$ cat src/rtl/rgb_pwm_generator.sv
// rgb_pwm_generator: three-channel LED PWM with shared prescaler and period-boundary double-buffered duty values
module rgb_pwm_generator #(
  parameter int PRESCALE   = 196,
  parameter bit ACTIVE_LOW = 1'b0
) (
  input  logic       clk,
  input  logic       rst,
  input  logic       en,
  input  logic [7:0] R_time_in,
  input  logic [7:0] G_time_in,
  input  logic [7:0] B_time_in,
  output logic       led_r,
  output logic       led_g,
  output logic       led_b,
  output logic       period_done
);
  localparam int PW = PRESCALE > 1 ? $clog2(PRESCALE) : 1;
  logic [PW-1:0] presc_q;
  logic [7:0]    cnt_q, sr_q, sg_q, sb_q;
  logic          tick, wrap, load;
  always_comb begin
    tick = en && presc_q == PW'(PRESCALE - 1);
    wrap = tick && cnt_q == 8'd254;
    load = !en || wrap;
  end
  always_ff @(posedge clk) begin
    if (rst) begin
      presc_q     <= '0;
      cnt_q       <= '0;
      sr_q        <= '0;
      sg_q        <= '0;
      sb_q        <= '0;
      led_r       <= ACTIVE_LOW;
      led_g       <= ACTIVE_LOW;
      led_b       <= ACTIVE_LOW;
      period_done <= 1'b0;
    end else begin
      presc_q     <= (!en || tick) ? '0 : presc_q + 1'b1;
      cnt_q       <= load ? '0 : tick ? cnt_q + 8'd1 : cnt_q;
      sr_q        <= load ? R_time_in : sr_q;
      sg_q        <= load ? G_time_in : sg_q;
      sb_q        <= load ? B_time_in : sb_q;
      led_r       <= (en && cnt_q < sr_q) ^ ACTIVE_LOW;
      led_g       <= (en && cnt_q < sg_q) ^ ACTIVE_LOW;
      led_b       <= (en && cnt_q < sb_q) ^ ACTIVE_LOW;
      period_done <= wrap;
    end
  end
endmodule

$ cat config.mk
export PLATFORM = sky130hd
export DESIGN_NAME = rgb_pwm_generator
export DESIGN_NICKNAME = d
export VERILOG_FILES = /design/src/rtl/rgb_pwm_generator.sv
export SDC_FILE = /design/constraint.sdc
export NUM_CORES = 1
export LEC_CHECK = 0
export BUFFER_PORTS_ARGS = -buffer_cell sky130_fd_sc_hd__buf_4
export CORE_MARGIN = 2
export CORE_UTILIZATION = 57
export DETAILED_ROUTE_END_ITERATION = 12
export PLACE_DENSITY = 0.82
export SYNTH_ARGS = -nofsm -noshare
export SYNTH_HDL_FRONTEND = slang
export SYNTH_SLANG_ARGS = --single-unit
$ cat constraint.sdc
create_clock -name clk -period 1.9 [get_ports clk]
set_input_delay 0.095 -clock clk [delete_from_list [all_inputs] [get_ports clk]]
set_output_delay 0.095 -clock clk [all_outputs]
set_load 0.01 [all_outputs]
==> impl_metrics.yaml, run 1 <==
floorplanning:
  die-area_sq_um: 4832
  die_x_microns: 69.51
  die_h_microns: 69.51
  initial_utilization_pct: 60.28
  row_count: 23
  core_region_area_sq_um: 4058
  num_io_pins: 31
detailed_routing:
  drt_iter0_drc: 83
  avgRoutedWirePerCell_microns: 12.79
  num_vias: 1822
  first_pass_iters: 4
  wirelength_microns: 4450
  drc: 0
  vias_per_cell: 5.236
  antenna_left: 0
logic_synthesis:
  synth-edff-count: 0
  synth_nets: 313
  synth_flop_cell: "dfxtp_1"
  yosysMostFrequentCell: "nand2b_1"
  synth.distinct_cells: 30
  synth-seq-cells: 44
  synthCells: 262
  async_reset_ff_share_pct: 0
  seq_area_frac_synth_pct: 36.01
  yosys_warnings: 0
  synthTopCellsByArea: "dfxtp_1 36%, nand2b_1 14%, ha_1 12%"
  yosysTopAreaCellShare_pct: 36.01
  syn_area_sq_um: 2446
  synth_area_per_cell_sq_um: 9.336
  synth_common_cells: "54 x nand2b_1, 44 x dfxtp_1, 24 x ha_1, 24 x mux2i_1, 22 x inv_1"
  synth_top_area_cell: "dfxtp_1"
power:
  p_sw_share_pct: 22.78
  pwr-share-comb_pct: 10.7
  p_sw_mw: 0.4447
  p_seq_share_pct: 50.2
  vdd_ir_drop_max_uv: 485.8
  powerDensity_nw_per_um2: 681.6
  intPower_mw: 1.507
  total_power_mw: 1.952
  leakage_nw: 1.240
  clockPowerShare_pct: 39.1
clock_tree:
  ctsHoldBuffers: 0
  cts.sinks: 44
  root_buffer: "clkbuf_8"
  cts.clk_slew.worst_paths_ps: 90
  cts_max_path_buffers: 2
  cts_tree: "built"
  cts_buffers: 5
  cts_max_level: 2
  cts_resized: 0
  post_cts_buffers: 0
  clock_latency_ps: 310
critical_path:
  crit_type: "register to register"
  reg2reg_slack_ps: 240
  worstPathMaxFanout: 5
  start_kind: "register"
  cp.required_ps: 2110
  endpoint: "cnt_q[5]"
  reg2reg_to: "cnt_q[5]"
  arrival_ps: 1870
  r2r_start: "presc_q[3]"
  reg2reg_depth: 4
  critPathLaunch: "presc_q[3]"
  endpoint_kind: "register"
sta:
  finalSetupTns_ps: 0
  drv_slew: 0
  hold_viol: 0
  clock-skew-final_ps: 12.66
  min_period_ps: 1664
  slew_headroom_pct: 75.62
  grt_setup_unrepaired: "false"
  max_freq_ghz: 0.6010
  worstMarginPinSlew_ps: 365.2
  finalCritPeriodShare_pct: 87.58
  setup_viol_count_final: 0
global_routing:
  grt_max_degree: 51
  grtUsageTotal_pct: 20.66
  grt_pass1_wl_microns: 8004
  grt_pass1_vias: 1837
  antenna_found_initial: 0
  gr-total-overflow: 0
place:
  place_congestion: 0.9376
  io_buffers: 30
  post-dp-hpwl_microns: 3273
final_layout:
  fill_cells: 323
  post_route_cells_drive_above_1_share_pct: 16.44
  areaGrowthSynthToFinish_pct: 17.08
  n_antenna_cell: 0
  area.sequential_sq_um: 880.8
  final_nets: 348
  multi_input_area_sq_um: 1426
hold_path:
  hp-class: "primary input to register"
run_status:
  status: "completed"
run:
  maxCapViolCount: 0
metrics by stage:
stage	hold slack, ps	area (sq um)	worst slack [ps]	util, %	cells
2_1_floorplan	247.1	2446	342.0	-	262
3_3_place_gp	354.3	2743	291.4	67.59	340
3_5_place_dp	364.5	2743	249.8	67.59	340
4_1_cts	31.78	2864	236.2	70.58	348
5_1_grt	38.72	2864	103.4	70.58	348
6_report	41.79	2864	236.0	70.58	348
power groups by stage:
stage               clock (mW)  combinational (mW)  sequential [mW]
floorplan                    0               0.132             1.00
global placement             0               0.204             1.00
detailed placement           0               0.210             1.00
CTS                      0.781               0.213            0.980
global route             0.819               0.240            0.985
finish                   0.763               0.210            0.980
state kept, by name, indices dropped and copies added, names as in the netlist:
register / count
sg_q: 8
led_r: 1
period_done: 1
cnt_q: 8
presc_q: 8
sr_q: 8
sb_q: 8
led_g: 1
led_b: 1
placed cells by master, fill, tap and decap left out, types with 4 or more instances in the layout:
master,netlist,routed
inv_1,22,22
and3_1,4,4
buf_4,0,36
nor2_1,16,16
ha_1,24,24
nand2_1,5,5
nand3_1,9,9
dfxtp_1,44,44
xnor2_1,5,5
mux2i_1,24,24
o21ai_0,9,9
xor2_1,8,8
clkbuf_8,0,6
nand2b_1,54,54
a211oi_1,7,7
layer usage:
layer,GRT usage (%),vias up,routed length (microns)
li1,-,955,-
met1,24.91,823,2003
met2,35.68,39,2178
met3,5.378,5,199
met4,6.754,0,68
met5,0,-,0
worst min path at each step:
stage / startpoint / endpoint / depth (start not counted)
4_1_cts: G_time_in[2] / sg_q[2] / 3
2_1_floorplan: B_time_in[0] / sb_q[0] / 2
3_3_place_gp: R_time_in[2] / sr_q[2] / 3
5_1_grt: G_time_in[2] / sg_q[2] / 3
3_5_place_dp: G_time_in[2] / sg_q[2] / 3
6_report: G_time_in[2] / sg_q[2] / 3
worst max-delay path: stages, from the launching register on:
cell	delay (ps)
dfxtp_1	380
or4b_4	600
nor4_2	370
xnor2_1	160
nor2_1	50
area by class of cell:
| cell class | instances | share of cell area (%) |
|---|---|---|
| clock buffers | 6 | 2.883 |
| clock inverters | 2 | 1.354 |
| inverters | 22 | 2.883 |
| multi-input cells | 187 | 49.80 |
| flip-flops and latches | 44 | 30.76 |
| well taps | 50 | 2.184 |
| repair buffers | 37 | 10.14 |
cells by family after synthesis:
group | after synthesis | share of synthesized area, %
compound gates | 24 | 6.189
mux | 24 | 9.821
xor+xnor | 13 | 4.655
flops | 44 | 36.01
simple gates | 102 | 25.37
fa+ha+maj | 24 | 12.28
buf+inv | 31 | 5.678
Note: power is estimated with default switching activity, not from simulation.
==> inputs of run 2 (changes only) <==
--- a/config.mk
+++ b/config.mk
@@ -7,9 +7,10 @@
 export LEC_CHECK = 0
 export BUFFER_PORTS_ARGS = -buffer_cell sky130_fd_sc_hd__buf_4
 export CORE_MARGIN = 2
-export CORE_UTILIZATION = 57
+export CORE_UTILIZATION = 62
 export DETAILED_ROUTE_END_ITERATION = 12
-export PLACE_DENSITY = 0.82
+export PLACE_DENSITY = 0.88
+export SLEW_MARGIN = 15
 export SYNTH_ARGS = -nofsm -noshare
 export SYNTH_HDL_FRONTEND = slang
 export SYNTH_SLANG_ARGS = --single-unit
==> constraint.sdc (replaced) <==
create_clock -name clk -period 2 [get_ports clk]
set_input_delay 0.1 -clock clk [delete_from_list [all_inputs] [get_ports clk]]
set_output_delay 0.1 -clock clk [all_outputs]
set_load 0.01 [all_outputs]
==> run 2 against run 1 <==
  * Sequential power shrank 4.9%
  * Largest power group unchanged
  * Global-route usage grew 3.3 points
  * Via count grew 0.99%
  * Sequential share of layout area grew 0.51 points
  * Critical path type unchanged
  * Largest cell class unchanged
  * Flip-flop and latch count is the same
  * Wire length grew 3.4%
  * Die area shrank 7.6%
==> impl_metrics.yaml, run 2 (synthesis gave the netlist of run 1 again) <==
detailed_routing:
  drt_iter0_drc: 136
  num_vias: 1840
  drc: 0
  vias_per_cell: 5.318
  wirelength_microns: 4602
  first_pass_iters: 4
  avgRoutedWirePerCell_microns: 13.30
  antenna_left: 0
clock_tree:
  ctsHoldBuffers: 0
  cts_tree: "built"
  root_buffer: "clkbuf_8"
  cts_resized: 0
  cts_max_path_buffers: 2
  cts.sinks: 44
  clock_latency_ps: 300
  cts_max_level: 2
  cts_buffers: 5
  post_cts_buffers: 0
  cts.clk_slew.worst_paths_ps: 80
sta:
  worstMarginPinSlew_ps: 335.8
  slew_headroom_pct: 77.52
  finalSetupTns_ps: 0
  fin_ws_ps: 306.5
  min_period_ps: 1693
  grt_setup_unrepaired: "false"
  setup_viol_count_final: 0
  timing.hold.ws_ps: 59.55
  drv_slew: 0
  max_freq_ghz: 0.5905
  hold_viol: 0
  clock-skew-final_ps: 6.069
  finalCritPeriodShare_pct: 84.67
place:
  place_ws_ps: 342.1
  io_buffers: 30
  placed_cells: 338
  place_congestion: 0.7656
  post-dp-hpwl_microns: 3321
final_layout:
  n_antenna_cell: 0
  final_nets: 348
  post_route_cells_drive_above_1_share_pct: 15.77
  areaGrowthSynthToFinish_pct: 15.19
  stdcell_count: 346
  mostFrequentLayoutCells: "54 x nand2b_1, 44 x dfxtp_1, 37 x buf_4"
  layout_commonest_cell: "nand2b_1"
global_routing:
  antenna_found_initial: 0
  grtUsageTotal_pct: 23.99
  grt_pass1_wl_microns: 7976
  gr-total-overflow: 0
  grt_max_degree: 51
  grt_pass1_vias: 1791
critical_path:
  endpoint_kind: "register"
  reg2reg_depth: 5
  crit_slowest_cell: "dfxtp_1"
  reg2reg_to: "cnt_q[1]"
  max_stage_delay_ps: 400
  reg2reg_slack_ps: 310
  crit_type: "register to register"
  arrival_ps: 1910
  start_kind: "register"
  cp_common_cell: "nor2_1"
  cp_top_family: "simple AND/OR/NAND/NOR gates"
  cp.required_ps: 2210
  r2r_start: "presc_q[0]"
  crit_chain: "ha_1 -> nand4b_1 -> nor2_1 -> nor2_1 -> a211oi_1"
  cp_num_buf_inv: 0
  worstPathMaxFanout: 6
hold_path:
  holdPathStages: 3
  hp-class: "primary input to register"
  min_to: "sb_q[2]"
  min-delay-start: "B_time_in[2]"
floorplanning:
  row_count: 22
  die_x_microns: 66.81
  num_io_pins: 31
  core_region_area_sq_um: 3716
  initial_utilization_pct: 65.82
  die_h_microns: 66.81
  die-area_sq_um: 4464
power:
  vdd_ir_drop_max_uv: 430.7
  total_power_mw: 1.697
  leakage_nw: 1.219
  powerDensity_nw_per_um2: 602.3
run_status:
  status: "completed"
run:
  maxCapViolCount: 0
==> run 2: cell types whose count changed in the layout (fill, tap and decap cells not counted) <==
cell	change
clkbuf_1	+2
buf_12	-1
clkinv_4	-1
bufinv_16	-1
buf_4	+1
==> run 2: how the worst max path moves through the flow <==
| stage | cells past startpoint | to | from | slack [ps] |
|---|---|---|---|---|
| 3_3_place_gp | 5 | sg_q[1] | presc_q[3] | 380 |
| 5_1_grt | 5 | cnt_q[1] | presc_q[0] | 60 |
| 3_5_place_dp | 5 | sg_q[7] | presc_q[3] | 340 |
| 4_1_cts | 5 | sg_q[7] | presc_q[3] | 320 |
| 2_1_floorplan | 6 | sb_q[0] | presc_q[3] | 440 |
| 6_report | 5 | cnt_q[1] | presc_q[0] | 310 |
==> run 2: layout make-up <==
class	count	area, sq um
Sequential cell	44	880.8
Clock buffer	8	90.09
Timing Repair Buffer	37	277.8
Fill cell	298	898.4
Inverter	22	82.58
Tap cell	48	60.06
Multi-Input combinational cell	187	1426
==> run 2: tightest hold or removal path, delay by kind of cell <==
family                 cells  cell delay, ps
AND/OR/NAND/NOR            1              40
buffers and inverters      1              80
multiplexers               1             100
==> run 2: metrics by stage <==
step | cell area [sq um] | util, %
after global routing | 2818 | 75.82
after global placement | 2728 | 73.40
after CTS | 2818 | 75.82
final | 2818 | 75.82
after detailed placement | 2728 | 73.40
after floorplan | 2446 | -
==> run 2: routing by layer <==
layer | track usage, % | vias to the layer above | part of all wire [%]
met1 | 30.12 | 834 | 47
li1 | - | 956 | -
met2 | 39.88 | 42 | 47
met4 | 9.439 | 0 | 1.5
met3 | 5.236 | 8 | 4.7
met5 | 0 | - | 0
==> run 2: power breakdown <==
part	leakage (nW)	switching (mW)	total (mW)	internal, mW
Clock	0.0455	0.285	0.567	0.282
Combinational	0.813	0.0884	0.198	0.110
Sequential	0.360	0.0192	0.932	0.913
Total	1.22	0.393	1.70	1.30
